<file path="config.mk">
export PLATFORM = sky130hd
export DESIGN_NAME = rv64_alu_issue_queue
export DESIGN_NICKNAME = d
export VERILOG_FILES = /design/src/rtl/rv64_alu_pkg.sv /design/src/rtl/rv64_issue_ram.sv /design/src/rtl/rv64_alu_issue_queue.sv
export SDC_FILE = /design/constraint.sdc
export NUM_CORES = 1
export LEC_CHECK = 0
export BUFFER_PORTS_ARGS = -buffer_cell sky130_fd_sc_hd__buf_2
export CAP_MARGIN = 20
export CORE_UTILIZATION = 40
export DETAILED_ROUTE_END_ITERATION = 7
export GPL_TIMING_DRIVEN = 0
export HOLD_SLACK_MARGIN = 0.03
export PLACE_DENSITY = 0.61
export RECOVER_POWER = 50
export SYNTH_ARGS = -nofsm -noshare
export SYNTH_HDL_FRONTEND = slang
export SYNTH_HIERARCHICAL = 1
export SYNTH_SLANG_ARGS = --single-unit
</file>
<file path="constraint.sdc">
create_clock -name clk -period 36.5 [get_ports clk]
set_clock_uncertainty 0.05 [all_clocks]
set_input_delay 7.3 -clock clk [delete_from_list [all_inputs] [get_ports clk]]
set_output_delay 7.3 -clock clk [all_outputs]
set_load 0.01 [all_outputs]
</file>
<file path="src/rtl/rv64_alu_pkg.sv">
`default_nettype none
// +------------------------------------------------------------------+
// | Module  : rv64_alu_pkg                                           |
// | Brief   : Shared ALU/issue/writeback types and widths.           |
// | Rev     : 1.0 - initial release                                  |
// +------------------------------------------------------------------+
package rv64_alu_pkg;

    localparam int XLEN        = 64;
    localparam int ALU_OP_W    = 3;
    localparam int ISSUE_TAG_W = 5;

    typedef logic [XLEN-1:0]        xlen_t;
    typedef logic [ALU_OP_W-1:0]    alu_op_t;
    typedef logic [ISSUE_TAG_W-1:0] issue_tag_t;

    typedef struct packed {
        xlen_t      a;
        xlen_t      b;
        alu_op_t    op;
        issue_tag_t tag;
    } issue_entry_t;

endpackage
`default_nettype wire

</file>
<file path="src/rtl/rv64_issue_ram.sv">
`default_nettype none
// +------------------------------------------------------------------+
// | Module  : rv64_issue_ram                                         |
// | Brief   : DEPTH x WIDTH register array, 1 write / 1 async read.  |
// | Rev     : 1.0 - initial release                                  |
// +------------------------------------------------------------------+
module rv64_issue_ram #(
    parameter int DEPTH = 4,
    parameter int WIDTH = 136
) (
    input  logic                     clk,
    input  logic                     wr_en,
    input  logic [$clog2(DEPTH)-1:0] wr_addr,
    input  logic [WIDTH-1:0]         wr_data,
    input  logic [$clog2(DEPTH)-1:0] rd_addr,
    output logic [WIDTH-1:0]         rd_data
);

    // Contents are never reset; the queue masks its outputs while empty.
    logic [WIDTH-1:0] r_mem [DEPTH];

    always_ff @(posedge clk) begin
        if (wr_en) begin
            r_mem[wr_addr] <= wr_data;
        end
    end

    assign rd_data = r_mem[rd_addr];

endmodule
`default_nettype wire

</file>
<file path="src/rtl/rv64_alu_issue_queue.sv">
`default_nettype none
// +------------------------------------------------------------------+
// | Module  : rv64_alu_issue_queue                                   |
// | Brief   : In-order operand FIFO feeding rv64_alu, with tags.     |
// | Rev     : 1.0 - initial release                                  |
// +------------------------------------------------------------------+
module rv64_alu_issue_queue
    import rv64_alu_pkg::*;
#(
    parameter int DEPTH = 4,
    parameter int TAG_W = 5
) (
    input  logic                    clk,
    input  logic                    rst,
    input  logic                    flush,
    input  logic                    in_valid,
    output logic                    in_ready,
    input  logic [XLEN-1:0]         in_a,
    input  logic [XLEN-1:0]         in_b,
    input  logic [ALU_OP_W-1:0]     in_op,
    input  logic [TAG_W-1:0]        in_tag,
    output logic                    out_valid,
    input  logic                    out_ready,
    output logic [XLEN-1:0]         out_a,
    output logic [XLEN-1:0]         out_b,
    output logic [ALU_OP_W-1:0]     out_op,
    output logic [TAG_W-1:0]        out_tag,
    output logic [$clog2(DEPTH):0]  count
);

    localparam int c_PTR_W   = $clog2(DEPTH);
    localparam int c_CNT_W   = c_PTR_W + 1;
    localparam int c_ENTRY_W = 2 * XLEN + ALU_OP_W + TAG_W;

    localparam logic [c_PTR_W-1:0] c_PTR_ONE = c_PTR_W'(1);
    localparam logic [c_CNT_W-1:0] c_CNT_ONE = c_CNT_W'(1);
    localparam logic [c_CNT_W-1:0] c_FULL    = c_CNT_W'(DEPTH);

    typedef struct packed {
        logic [XLEN-1:0]     a;
        logic [XLEN-1:0]     b;
        logic [ALU_OP_W-1:0] op;
        logic [TAG_W-1:0]    tag;
    } entry_t;

    logic [c_PTR_W-1:0] r_wr_ptr;
    logic [c_PTR_W-1:0] r_rd_ptr;
    logic [c_CNT_W-1:0] r_count;

    logic   w_push;
    logic   w_pop;
    logic   w_wr_en;
    entry_t w_wr_entry;
    entry_t w_head;

    // Both handshake qualifiers depend only on r_count, so no input reaches them.
    assign in_ready  = (r_count != c_FULL);
    assign out_valid = (r_count != '0);
    assign w_push    = in_valid && in_ready;
    assign w_pop     = out_valid && out_ready;
    assign w_wr_en   = w_push && !flush && !rst;

    assign w_wr_entry = '{a: in_a, b: in_b, op: in_op, tag: in_tag};

    rv64_issue_ram #(
        .DEPTH (DEPTH),
        .WIDTH (c_ENTRY_W)
    ) u_ram (
        .clk     (clk),
        .wr_en   (w_wr_en),
        .wr_addr (r_wr_ptr),
        .wr_data (w_wr_entry),
        .rd_addr (r_rd_ptr),
        .rd_data (w_head)
    );

    always_ff @(posedge clk) begin
        if (rst || flush) begin
            r_wr_ptr <= '0;
            r_rd_ptr <= '0;
            r_count  <= '0;
        end else begin
            if (w_push) begin
                r_wr_ptr <= r_wr_ptr + c_PTR_ONE;
            end
            if (w_pop) begin
                r_rd_ptr <= r_rd_ptr + c_PTR_ONE;
            end
            case ({w_push, w_pop})
                2'b10:   r_count <= r_count + c_CNT_ONE;
                2'b01:   r_count <= r_count - c_CNT_ONE;
                default: r_count <= r_count;
            endcase
        end
    end

    // Storage is unreset, so the head is masked to zero whenever the queue is empty.
    assign out_a   = out_valid ? w_head.a   : '0;
    assign out_b   = out_valid ? w_head.b   : '0;
    assign out_op  = out_valid ? w_head.op  : '0;
    assign out_tag = out_valid ? w_head.tag : '0;
    assign count   = r_count;

endmodule
`default_nettype wire

</file>
Yosys cells after proc, flatten, opt, wreduce, memory -nomap -nowiden --
Memories as Yosys holds them, arrays and structs flattened. A register that Yosys moved wholly into a read port is not among the register bits. Cells that the tools add are included.
Storage, ports and cells: flip-flop bits (word level) 7, input port bits 141, memories kept 1, output and inout bits 141, logic and storage cells 29, memory bits (writable) 544
Memory list:
- u_ram.r_mem | depth 4, width 136, read ports 1, clocked after memory_dff 1, write ports 1, line rv64_issue_ram.sv:20 | logic [WIDTH-1:0] r_mem [DEPTH];
Operators by class: reduce and logical (&&, ||, !) cells 9, multiplexer cells 9, eq/ne operators 3, $add $sub $neg 4
Operators with widths (count):
- $mux W64 | 2
- $pmux W3 S2 | 1
- $mux W5 | 1
- $add A2 B1 Y2 const B | 2
- $logic_and A1 B1 Y1 | 4
- $mux W2 | 2
- $add A3 B1 Y3 const B | 1
- $mux W3 | 1
- $ne A3 B3 Y1 const B | 1
- $reduce_bool A3 Y1 | 1
- $sub A3 B1 Y3 const B | 1
- $eq A2 B1 Y1 const B | 1
- $eq A2 B2 Y1 const B | 1
- $logic_not A1 Y1 | 2
- $mux W1 | 2
- $reduce_bool A2 Y1 | 1
- $logic_or A1 B1 Y1 | 1

Longest topological paths before layout --
depth after elaboration 6, depth in mapped cells 9, gate-level depth less buffers 9

Hierarchy --
The synthesis kept the hierarchy.
By module, submodules not included:
- rv64_issue_ram | area an instance 19613.8 sq um, sequential area each 16335.7 sq um, cells an instance 714, instances 1
- rv64_alu_issue_queue | area an instance 1626.6 sq um, sequential area each 140.1 sq um, cells an instance 194, instances 1

Least setup slack after synthesis --
No wires, ideal clock.
path type input-to-reg, start in flush, end mem u_ram.r_mem[0][0] (enable), setup time 0.826 ns, data required time 35.624 ns, cell stages on the path 4, data arrival time 17.789 ns, path buffers 1, slack 17.835 ns, path through or2_2 -> clkbuf_1 -> nor2_1 -> nor3b_1
On the way: word-level cells in the longest chain between the ends 5
RTL lines:
- start: declaration | line rv64_alu_issue_queue.sv:15 | input logic flush,
- $logic_not A1 Y1 | line rv64_alu_issue_queue.sv:61 | assign w_wr_en = w_push && !flush && !rst;
- $logic_and A1 B1 Y1 (2 in series) | line rv64_alu_issue_queue.sv:61
- named net w_wr_en | line rv64_alu_issue_queue.sv:52 | logic w_wr_en;
- $mux W1 | line rv64_issue_ram.sv:23 | if (wr_en) begin
- $mux W1 (not written as such) | line rv64_issue_ram.sv:24 | r_mem[wr_addr] <= wr_data;
- end: declaration | line rv64_issue_ram.sv:20
The timed path passes the listed nets, and every way through them passes these cells.

Final worst setup path --
start in flush, end mem u_ram.r_mem[1][108] (enable)
Same word-level chain as after synthesis.

==> flow_summary.toml <==
[status]
status = "finished, violations left"
violations = "capacitance limit, slew limit"

[grt]
grt_max_degree = 52
grt_first_pass_wirelength_mm = 65.3
grt_antenna_before_repair = 5
grt_pass1_vias = 10611
grtUsageTotal = 0.164
grt_overflow = 0

[synthesis]
synth_top_area_frac = 0.769
avgSynthCellArea_sq_um = 23.4
synth_top_area_cell = "edfxtp_1"
synth.net_count = 1051
ys_seq_elements = 551
postSynthCellCount = 908
ys_types = 25
synth_area_sq_um = 21200
synth_area_leaders = "edfxtp_1, mux4_2, and2_4"
ys_seq_area_frac = 0.776
yosys_warnings = 6

[placement]
placed_area_sq_um = 23900
pre_cts_ws_ns = 26.08
place_congestion = 0.711
port_buffers = 281
dp_hpwl_mm = 28.4
dp_cells = 1902

[cells_and_area]
drive_gt1_frac = 0.395
stdcell_count = 2008
mostFrequentLayoutCells = "edfxtp_1, clkbuf_1, buf_2"
nets = 1416
final_util = 0.486
final_area_sq_um = 25500
final_common_cell = "edfxtp_1"
fillers = 4447
syn_to_final_growth_pct = 20.2

[sta]
whs_ns = 0.482
layout_setup_ws_ns = 25.86
fin_tns_setup_ns = 0
grt_setup_unrepaired = "no"
max_freq_ghz = 0.0940
final_max_slew_viol_count = 64
setup_violations = 0
finalCriticalPeriod_ns = 10.64
fin_crit_sh = 0.291
max_slew_margin = -0.622
finalHoldViolCount = 0
tightest_slew_ns = 2.43

[drt]
wl_met2_mm = 21.7
dr_wl_met3_mm = 3.12
dr.pass1.iters = 6
first_iter_violations = 505
ant_nets = 0
vias_per_cell = 4.97
highest_layer = "met5"
wl_met1_mm = 18.1
drc = 0
dr_total_vias = 9981
drt-total-wl_mm = 44.0
wl_per_cell_um = 21.9

[worst_hold_path]
hold_class = "flop to flop"
holdPathStages = 2

[setup_path]
crit_arrival_ns = 10.85
critical-path-max-stage-delay_ns = 1.62
reg2reg_depth = 7
path_cells = "buf_2, or2_2, clkbuf_1, nor2_1, and3b_1, clkbuf_1, buf_12"
startpoint_type = "primary input"
worst-setup-path-type = "primary input to flop"
crit_slowest_cell = "clkbuf_1"
cp-end-kind = "flop"
crit_path_max_fanout = 31
crit_top_cell = "clkbuf_1"
worstPathRequired_ns = 36.72

[clocking]
clock_latency_ns = 0.60
cts-root-buf = "clkbuf_16"
cts_sinks = 551
cts_setup_buffers = 0
clock_path_buffers = 3
cts-buffers-inserted = 57
cts_tree = "built"
htree_num_levels = 2
cts_hold_buf = 0
postCtsResizedCells = 0
clk_transition_reported_paths_ns = 0.06

[pwr]
p_leak_nw = 8.52
p_sw_frac = 0.203
power.switching_mw = 0.271
finalPower_mw = 1.33
power_frac_comb = 0.052
p_int_mw = 1.06
clkPwrFrac = 0.421
power_density_nw_per_um2 = 52.2
ir_worst_vdd_mv = 0.0409
seqPwrFrac = 0.527

[floorplanning]
die_w_um = 232
core-area_sq_um = 52600
pin_count = 282
fp-row-count = 84
die_height_um = 232
dieArea_sq_um = 54000
start_util = 0.404

[flow_run]
maxCapViolations = 2
[worst paths after layout]
path / slack, ns / endpoint / from
worst min-delay path: 0.48 / r_rd_ptr[1] / r_rd_ptr[1]
worst max-delay path: 25.86 / u_ram/r_mem[1][108] / flush
worst min register to register: 0.48 / r_rd_ptr[1] / r_rd_ptr[1]
worst max register to register: 32.38 / u_ram/r_mem[1][108] / count[0]
[layout make-up]
class | count | area [sq um] | area share
Antenna cell | 2 | 5.00 | 0.000196
Buffer | 46 | 357 | 0.0140
Clock buffer | 69 | 1510 | 0.0593
Clock inverter | 35 | 295 | 0.0116
Inverter | 6 | 22.5 | 0.000882
Multi-Input combinational cell | 305 | 4400 | 0.172
Sequential cell | 551 | 16500 | 0.645
Tap cell | 688 | 861 | 0.0337
Timing Repair Buffer | 306 | 1620 | 0.0632
[registers in the layout (all words and copies together), names as in the netlist]
name,count
count,3
r_wr_ptr,2
r_rd_ptr,2
u_ram/r_mem,544
[kinds of logic after synthesis]
kind of cell	Yosys count	synth area share
adder cells (fa/ha/maj)	2	0.00153
AND/OR/NAND/NOR	154	0.0567
multiplexers	136	0.144
buffers and inverters	52	0.0178
XOR/XNOR	4	0.00165
flip-flops	551	0.776
AO/OA/AOI/OAI	9	0.00242
[metal layers]
layer,vias up,global-route usage
met1,5194,0.215
li1,4470,-
met5,-,0
met2,238,0.264
met4,8,0.0524
met3,71,0.0468
[synth_stat cells (all sizes together)]
master  number
clkbuf       8
inv          6
fa           1
o311ai       1
buf         38
nand2        2
or2          1
xor2         4
and2       136
mux4       136
o21ai        3
a21oi        4
or3          4
dfxtp        7
o31ai        1
and3b        2
nor2         6
ha           1
edfxtp     544
and3         1
nor3b        2
[worst max-delay path, delay by kind of cell]
kind                   cells  cell delay (ns)
AND/OR/NAND/NOR            3             1.26
buffers and inverters      4             2.25
[power by group through the flow]
| stage | registers [mW] | clock network, mW | logic (mW) |
|---|---|---|---|
| 2_1_floorplan | 0.719 | 0 | 0.0382 |
| 3_3_place_gp | 0.720 | 0 | 0.0698 |
| 3_5_place_dp | 0.717 | 0 | 0.0735 |
| 4_1_cts | 0.703 | 0.579 | 0.0737 |
| 5_1_grt | 0.704 | 0.600 | 0.0759 |
| 6_report | 0.703 | 0.561 | 0.0692 |
No activity file was read; power rests on OpenSTA's default activity.
